--- src/rtl/branch_hazard_ctrl.sv ---
// ID-stage branch hazard controller: stalls the front end while a branch operand
// waits on load data, flushes IF/ID on a taken branch, and counts both events.
module branch_hazard_ctrl #(
  parameter logic [1:0] LOAD_SEL     = 2'd1,
  parameter bit         EX_ALU_STALL = 1'b0,
  parameter int         CNT_W        = 16
) (
  input  logic             clk,
  input  logic             rst,
  input  logic             ext_stall,
  input  logic             id_branch,
  input  logic [4:0]       id_rs,
  input  logic [4:0]       id_rt,
  input  logic [4:0]       ex_rw,
  input  logic             ex_regWr,
  input  logic [1:0]       ex_memtoreg,
  input  logic [4:0]       mem_rw,
  input  logic             mem_regWr,
  input  logic [1:0]       mem_memtoreg,
  input  logic             branch_taken,
  output logic             pc_stall,
  output logic             ifid_stall,
  output logic             idex_bubble,
  output logic             ifid_flush,
  output logic             busy,
  output logic [CNT_W-1:0] stall_cnt,
  output logic [CNT_W-1:0] flush_cnt
);

  typedef enum logic [1:0] {IDLE, STALL, RESOLVE} state_t;

  state_t           state_q, state_d;
  logic [1:0]       rem_q, rem_d;
  logic [CNT_W-1:0] stall_cnt_q, flush_cnt_q;
  logic             ex_load, mem_load, ex_alu;
  logic [1:0]       need;
  logic             stall, flush;

  function automatic logic dep(input logic [4:0] r, input logic [4:0] rs,
                               input logic [4:0] rt);
    return (r != 5'd0) && ((r == rs) || (r == rt));
  endfunction

  function automatic logic [CNT_W-1:0] sat_inc(input logic [CNT_W-1:0] v,
                                               input logic en);
    return (en && (v != {CNT_W{1'b1}})) ? v + CNT_W'(1) : v;
  endfunction

  always_comb begin
    ex_load  = ex_regWr && (ex_memtoreg == LOAD_SEL) && dep(ex_rw, id_rs, id_rt);
    mem_load = mem_regWr && (mem_memtoreg == LOAD_SEL) && dep(mem_rw, id_rs, id_rt);
    ex_alu   = EX_ALU_STALL && ex_regWr && !ex_load && dep(ex_rw, id_rs, id_rt);
    need     = 2'd0;
    if (id_branch) begin
      if (ex_load)                need = 2'd2;
      else if (mem_load || ex_alu) need = 2'd1;
    end
  end

  // The IDLE cycle that detects the hazard is itself the first stall cycle, so
  // STALL is entered with rem already counting that cycle and lasts rem cycles.
  always_comb begin
    state_d = state_q;
    rem_d   = rem_q;
    stall   = 1'b0;
    case (state_q)
      IDLE: begin
        if (need != 2'd0) begin
          stall = 1'b1;
          if (need == 2'd2) begin
            state_d = STALL;
            rem_d   = need - 2'd1;
          end else begin
            state_d = RESOLVE;
          end
        end
      end
      STALL: begin
        stall = 1'b1;
        if (rem_q <= 2'd1) begin
          state_d = RESOLVE;
          rem_d   = 2'd0;
        end else begin
          rem_d = rem_q - 2'd1;
        end
      end
      RESOLVE: state_d = IDLE;
      default: begin
        state_d = IDLE;
        rem_d   = 2'd0;
      end
    endcase
    if (ext_stall) begin
      state_d = state_q;
      rem_d   = rem_q;
    end
  end

  assign flush = id_branch && branch_taken && !stall && !ext_stall;

  always_ff @(posedge clk) begin
    if (rst) begin
      state_q     <= IDLE;
      rem_q       <= 2'd0;
      stall_cnt_q <= '0;
      flush_cnt_q <= '0;
    end else begin
      state_q     <= state_d;
      rem_q       <= rem_d;
      stall_cnt_q <= sat_inc(stall_cnt_q, stall && !ext_stall);
      flush_cnt_q <= sat_inc(flush_cnt_q, flush);
    end
  end

  assign pc_stall    = stall;
  assign ifid_stall  = stall;
  assign idex_bubble = stall;
  assign ifid_flush  = flush;
  assign busy        = (state_q != IDLE);
  assign stall_cnt   = stall_cnt_q;
  assign flush_cnt   = flush_cnt_q;

endmodule

--- config.mk ---
export PLATFORM = sky130hd
export DESIGN_NAME = branch_hazard_ctrl
export DESIGN_NICKNAME = d
export VERILOG_FILES = /design/src/rtl/branch_hazard_ctrl.sv
export SDC_FILE = /design/constraint.sdc
export NUM_CORES = 1
export LEC_CHECK = 0
export CAP_MARGIN = 20
export CORE_MARGIN = 5
export CORE_UTILIZATION = 41
export CTS_BUF_LIST = sky130_fd_sc_hd__clkbuf_16
export CTS_CLUSTER_DIAMETER = 150
export DETAILED_ROUTE_END_ITERATION = 7
export PLACE_DENSITY = 0.81
export RECOVER_POWER = 25
export SETUP_SLACK_MARGIN = 0.1
export SYNTH_ARGS = -nofsm -noshare
export SYNTH_HDL_FRONTEND = slang
export SYNTH_SLANG_ARGS = --single-unit
--- constraint.sdc ---
create_clock -name clk -period 3.3 [get_ports clk]
set_input_delay 0.66 -clock clk [delete_from_list [all_inputs] [get_ports clk]]
set_output_delay 0.66 -clock clk [all_outputs]
set_load 0.02 [all_outputs]
### Yosys cells after proc, flatten, opt, wreduce, memory -nomap -nowiden

Cells that the tools add are included.

* register bits: 36
* input bits: 31
* word-level logic and storage cells: 61
* output and inout port bits: 37

* reduce and logical (&&, ||, !) cells: 23
* bitwise logic cells: 2
* $add $sub $neg: 4
* mux-type cells: 13
* equality and inequality tests: 14
* $lt $le $gt $ge: 1

Operators by type and width (count)
* 16-bit by 1-bit adder with 16-bit output (second input constant): 2
* 16-bit != test (second input constant): 2
* 5-bit equality test: 4
* 2-bit two-way mux: 8
* 1-bit logical AND: 12
* 5-bit nonzero test: 2
* 2-bit by 1-bit equality test with 1-bit output (second input constant): 3
* 2-bit != test (second input constant): 3
* 2-bit one-hot mux with 3 select lines: 1
* 2-bit equality test (second input constant): 2
* 2-bit one-hot mux with 2 select lines: 1
* 4-bit AND reduction: 1
* 2-bit nonzero test: 2
* 2-bit by 1-bit subtractor with 2-bit output (second input constant): 2
* 3-bit AND reduction: 1
* 2-bit by 1-bit less-or-equal comparator with 1-bit output (second input constant): 1
* 1-bit logical NOT: 2
* 2-bit logical NOT: 1
* 1-bit logical OR: 2
* 1-bit two-way mux: 2
* 1-bit NOT: 2
* 1-bit one-hot mux with 2 select lines: 1

### Longest topological paths before layout

* depth in word-level cells: 14
* depth in mapped cells: 12
* depth with buffers taken out: 12

### Worst setup path after synthesis

Ideal clock, no wire load.

* path kind: in2out
* from: input ex_rw[1]
* to: output ifid_flush
* setup slack: -103 ps
* path buffers: 0
* cell stages on the path: 8
* arrival: 2743 ps
* data required time: 2640 ps
* path through: or4_1 -> o2111ai_2 -> inv_2 -> a221o_1 -> ha_1 -> nor2b_1 -> o21ai_0 -> inv_1

* longest elaborated chain between the ends: 12
* elaborated cells on any way between the ends: 14
* classes of those cells: 2 x eq/ne; 4 x mux; 8 x reduce/logical

RTL lines
* from (decl): RTL line 14 `input logic [4:0] ex_rw,`
* 5-bit equality test: RTL line 41 `return (r != 5'd0) && ((r == rs) || (r == rt));`
* 1-bit logical OR: RTL line 41
* 1-bit logical AND (*): RTL line 41
* 1-bit logical AND (*): RTL line 50 `ex_load = ex_regWr && (ex_memtoreg == LOAD_SEL) && dep(ex_rw, id_rs, id_rt);`
* 2-bit two-way mux (*): RTL line 55 `if (ex_load) need = 2'd2;`
* 2-bit two-way mux (*): RTL line 54 `if (id_branch) begin`
* 2-bit nonzero test (*): RTL line 68 `if (need != 2'd0) begin`
* 1-bit two-way mux (*): RTL line 68
* 1-bit one-hot mux with 2 select lines (*): RTL line 66 `case (state_q)`
* 1-bit logical NOT (*): RTL line 99 `assign flush = id_branch && branch_taken && !stall && !ext_stall;`
* 1-bit logical AND (*) (2 in series): RTL line 99
* to (decl): RTL line 24 `output logic ifid_flush,`

Every way passes the cells marked *; elsewhere a longest branch is shown, timed or not.

### Worst setup path after layout

* from: input ex_rw[2]
* to: output idex_bubble

* longest elaborated chain between the ends: 9
* elaborated cells on any way between the ends: 11
* classes of those cells: 2 x eq/ne; 4 x mux; 5 x reduce/logical

RTL lines
* 5-bit equality test: RTL line 41
* 1-bit logical OR: RTL line 41
* 1-bit logical AND (*): RTL line 41
* 1-bit logical AND (*): RTL line 50
* 2-bit two-way mux (*): RTL line 55
* 2-bit two-way mux (*): RTL line 54
* 2-bit nonzero test (*): RTL line 68
* 1-bit two-way mux (*): RTL line 68
* 1-bit one-hot mux with 2 select lines (*): RTL line 66
* to (decl): RTL line 23 `output logic idex_bubble,`

Marks and branches as above.

==> qor.yml <==
grt_pass1_vias: 2049
fin_crit_sh: 0.9978
p_int_w: 0.0007966
antenna_found_initial: 0
min_period_ns: 3.293
hold_buffers: 0
yosys_warnings: 0
fp.dieW_microns: 79.42
p_switching_w: 0.0002492
gp_congestion: 0.8339
cap_violations: 0
die_height_microns: 79.42
worst_pin_slew_ns: 0.8534
cts.sink_count: 36
leakagePower_nw: 1.195
cts.clk_slew.worst_paths_ns: 0.05
syn_avg_cell_area_sq_um: 8.301
clockBufferDepth: 2
final_nets: 365
syn_area_sq_mm: 0.001976
io_buffers: 67
path_class: "in -> out"
drcViolationCount: 0
drtIter0Drc: 99
grt_pass1_wl_microns: 9094
htree_levels: 2
synthFlopType: "dfxtp_1"
final.setup.tns_ns: 0
initial_utilization: 0.4211
synth_edf_count: 0
switching_share: 0.2383
ir_drop_uv: 252.7
p_comb_frac: 0.140
clockPowerShare: 0.435
grt.total_usage: 0.1791
p_seq_frac: 0.425
placed_cells: 371
drive_gt1_frac: 0.1837
drtAntennaViolNets: 0
startpoint_type: "primary input"
drt-total-wl_microns: 5538
fin_cells: 386
yosysUniqueCellTypes: 40
io_pins: 68
rsz0062_at_grt: "true"
cts_root_buffer: "clkbuf_16"
ys_ff_latch: 36
final_util: 0.6587
rows: 25
worstPathArrival_ns: 2.63
dieArea_sq_mm: 0.006307
drv_slew: 0
numCtsBuffers: 5
num_antenna_cells: 0
synth-async-reset-ratio: 0
seq_area_frac_synth: 0.3648
cts_tree: "yes"
syn2layout_area_growth_pct: 56.43
dpl.hpwl_microns: 3908
grt-ovfl-total: 0
post_drt_wl_per_cell_microns: 14.35
vias_per_cell: 5.249
layout_common_cells: "dfxtp_1 (36), nor2_1 (34), clkdlybuf4s50_1 (34), buf_4 (26), xnor2_1 (23)"
syn_nets: 272
setup_viol: 0
coreArea_sq_mm: 0.004692
grt_start_max_net_pins: 37
layout_commonest_cell: "dfxtp_1"
fmax_mhz: 303.7
syn_inst: 238
relSlewSlack: 0.4258
hold_class: "reg -> reg"
num_vias: 2026
power.density_mw_per_mm2: 338.4
worstPathRequired_ns: 2.64
clk_latency_ns: 0.28
path_max_fanout: 3
hold_viol: 0
worst_setup_path_end_kind: "primary output"
skew_ns: 0.004467
first_pass_iters: 4
hold_slack_ns: 0.5005
outcome: "finished clean"
[worst paths after layout]
check                                    from             to  slack, ns  cells past startpoint
worst min register to register  stall_cnt[13]  stall_cnt[13]       0.50                      2
worst min-delay path            stall_cnt[13]  stall_cnt[13]       0.50                      2
worst max register to register   flush_cnt[3]   flush_cnt[3]       1.18                      7
worst max-delay path                 ex_rw[2]    idex_bubble      0.007                     10
[repair_timing]
item,4_1_cts,5_1_grt
gates resized for setup,58,11
pin swaps,8,7
buffers inserted,2,5
hold endpoints to repair,0,0
setup endpoints to repair,34,26
[synthesized netlist by cell type, drive strengths merged (6+ instances only)]
cell type / count / area (sq um)
xor2: 21 / 183.9
xnor2: 23 / 201.4
a21oi: 10 / 50.05
nor2: 35 / 131.4
nand2: 17 / 63.81
inv: 7 / 26.27
nand3: 15 / 75.07
nand4: 10 / 62.56
o21ai: 9 / 45.04
dfxtp: 36 / 720.7
nor3: 7 / 40.04
or3: 6 / 37.54
[metrics by stage]
step,worst slack [ns],area (sq um),total power [W]
after global placement,-0.8326,2829,0.0005893
final,0.007188,3090,0.001046
after detailed placement,-0.8965,2829,0.0005914
after floorplan,0.02708,1978,0.0005118
after global routing,-0.06727,3090,0.001088
after CTS,0.01470,3023,0.001055
[worst max-delay path, cell delays in order]
cell,delay (ns)
buf_6,0.09
or4_4,0.54
o2111ai_4,0.21
inv_2,0.05
a221o_1,0.37
ha_2,0.19
nor2b_4,0.13
buf_6,0.13
nor2_4,0.12
buf_6,0.14
[power by group through the flow]
stage / combinational (W) / clock (W) / sequential (W)
5_1_grt: 0.000158 / 0.000486 / 0.000444
4_1_cts: 0.000143 / 0.000468 / 0.000444
2_1_floorplan: 0.0000583 / 0 / 0.000454
3_3_place_gp: 0.000137 / 0 / 0.000452
6_report: 0.000147 / 0.000455 / 0.000444
3_5_place_dp: 0.000139 / 0 / 0.000453
[state kept, by name, summed over array words and instances (netlist names)]
signal     flops
state_q        2
rem_q          2
flush_cnt     16
stall_cnt     16
[layer usage]
| layer | wire [microns] | global-route usage | part of all wire | vias to the layer above |
|---|---|---|---|---|
| met1 | 2345 | 0.2170 | 0.42 | 942 |
| met4 | 73 | 0.05498 | 0.013 | 0 |
| met5 | 0 | 0 | 0 | - |
| li1 | - | - | - | 1015 |
| met2 | 2830 | 0.3114 | 0.51 | 61 |
| met3 | 289 | 0.04402 | 0.052 | 8 |
[cell families (layout without fill, tap and decap cells)]
kind of cell / after synthesis / in the layout / share of synthesized area
simple gates: 108 / 108 / 0.2780
xor+xnor: 44 / 44 / 0.1951
flops: 36 / 36 / 0.3648
compound gates: 30 / 30 / 0.1007
buf+inv: 15 / 109 / 0.03229
fa+ha+maj: 3 / 3 / 0.01900
mux: 2 / 2 / 0.01013
[final cells by class]
cell class,count,area [sq um]
Fill cell,402,1602
Multi-Input combinational cell,187,1269
Timing Repair Buffer,94,863.3
Sequential cell,36,720.7
Clock buffer,5,125.1
Tap cell,54,67.56
Inverter,7,26.28
Clock inverter,3,18.77
Power figures use the tool's default switching activity.
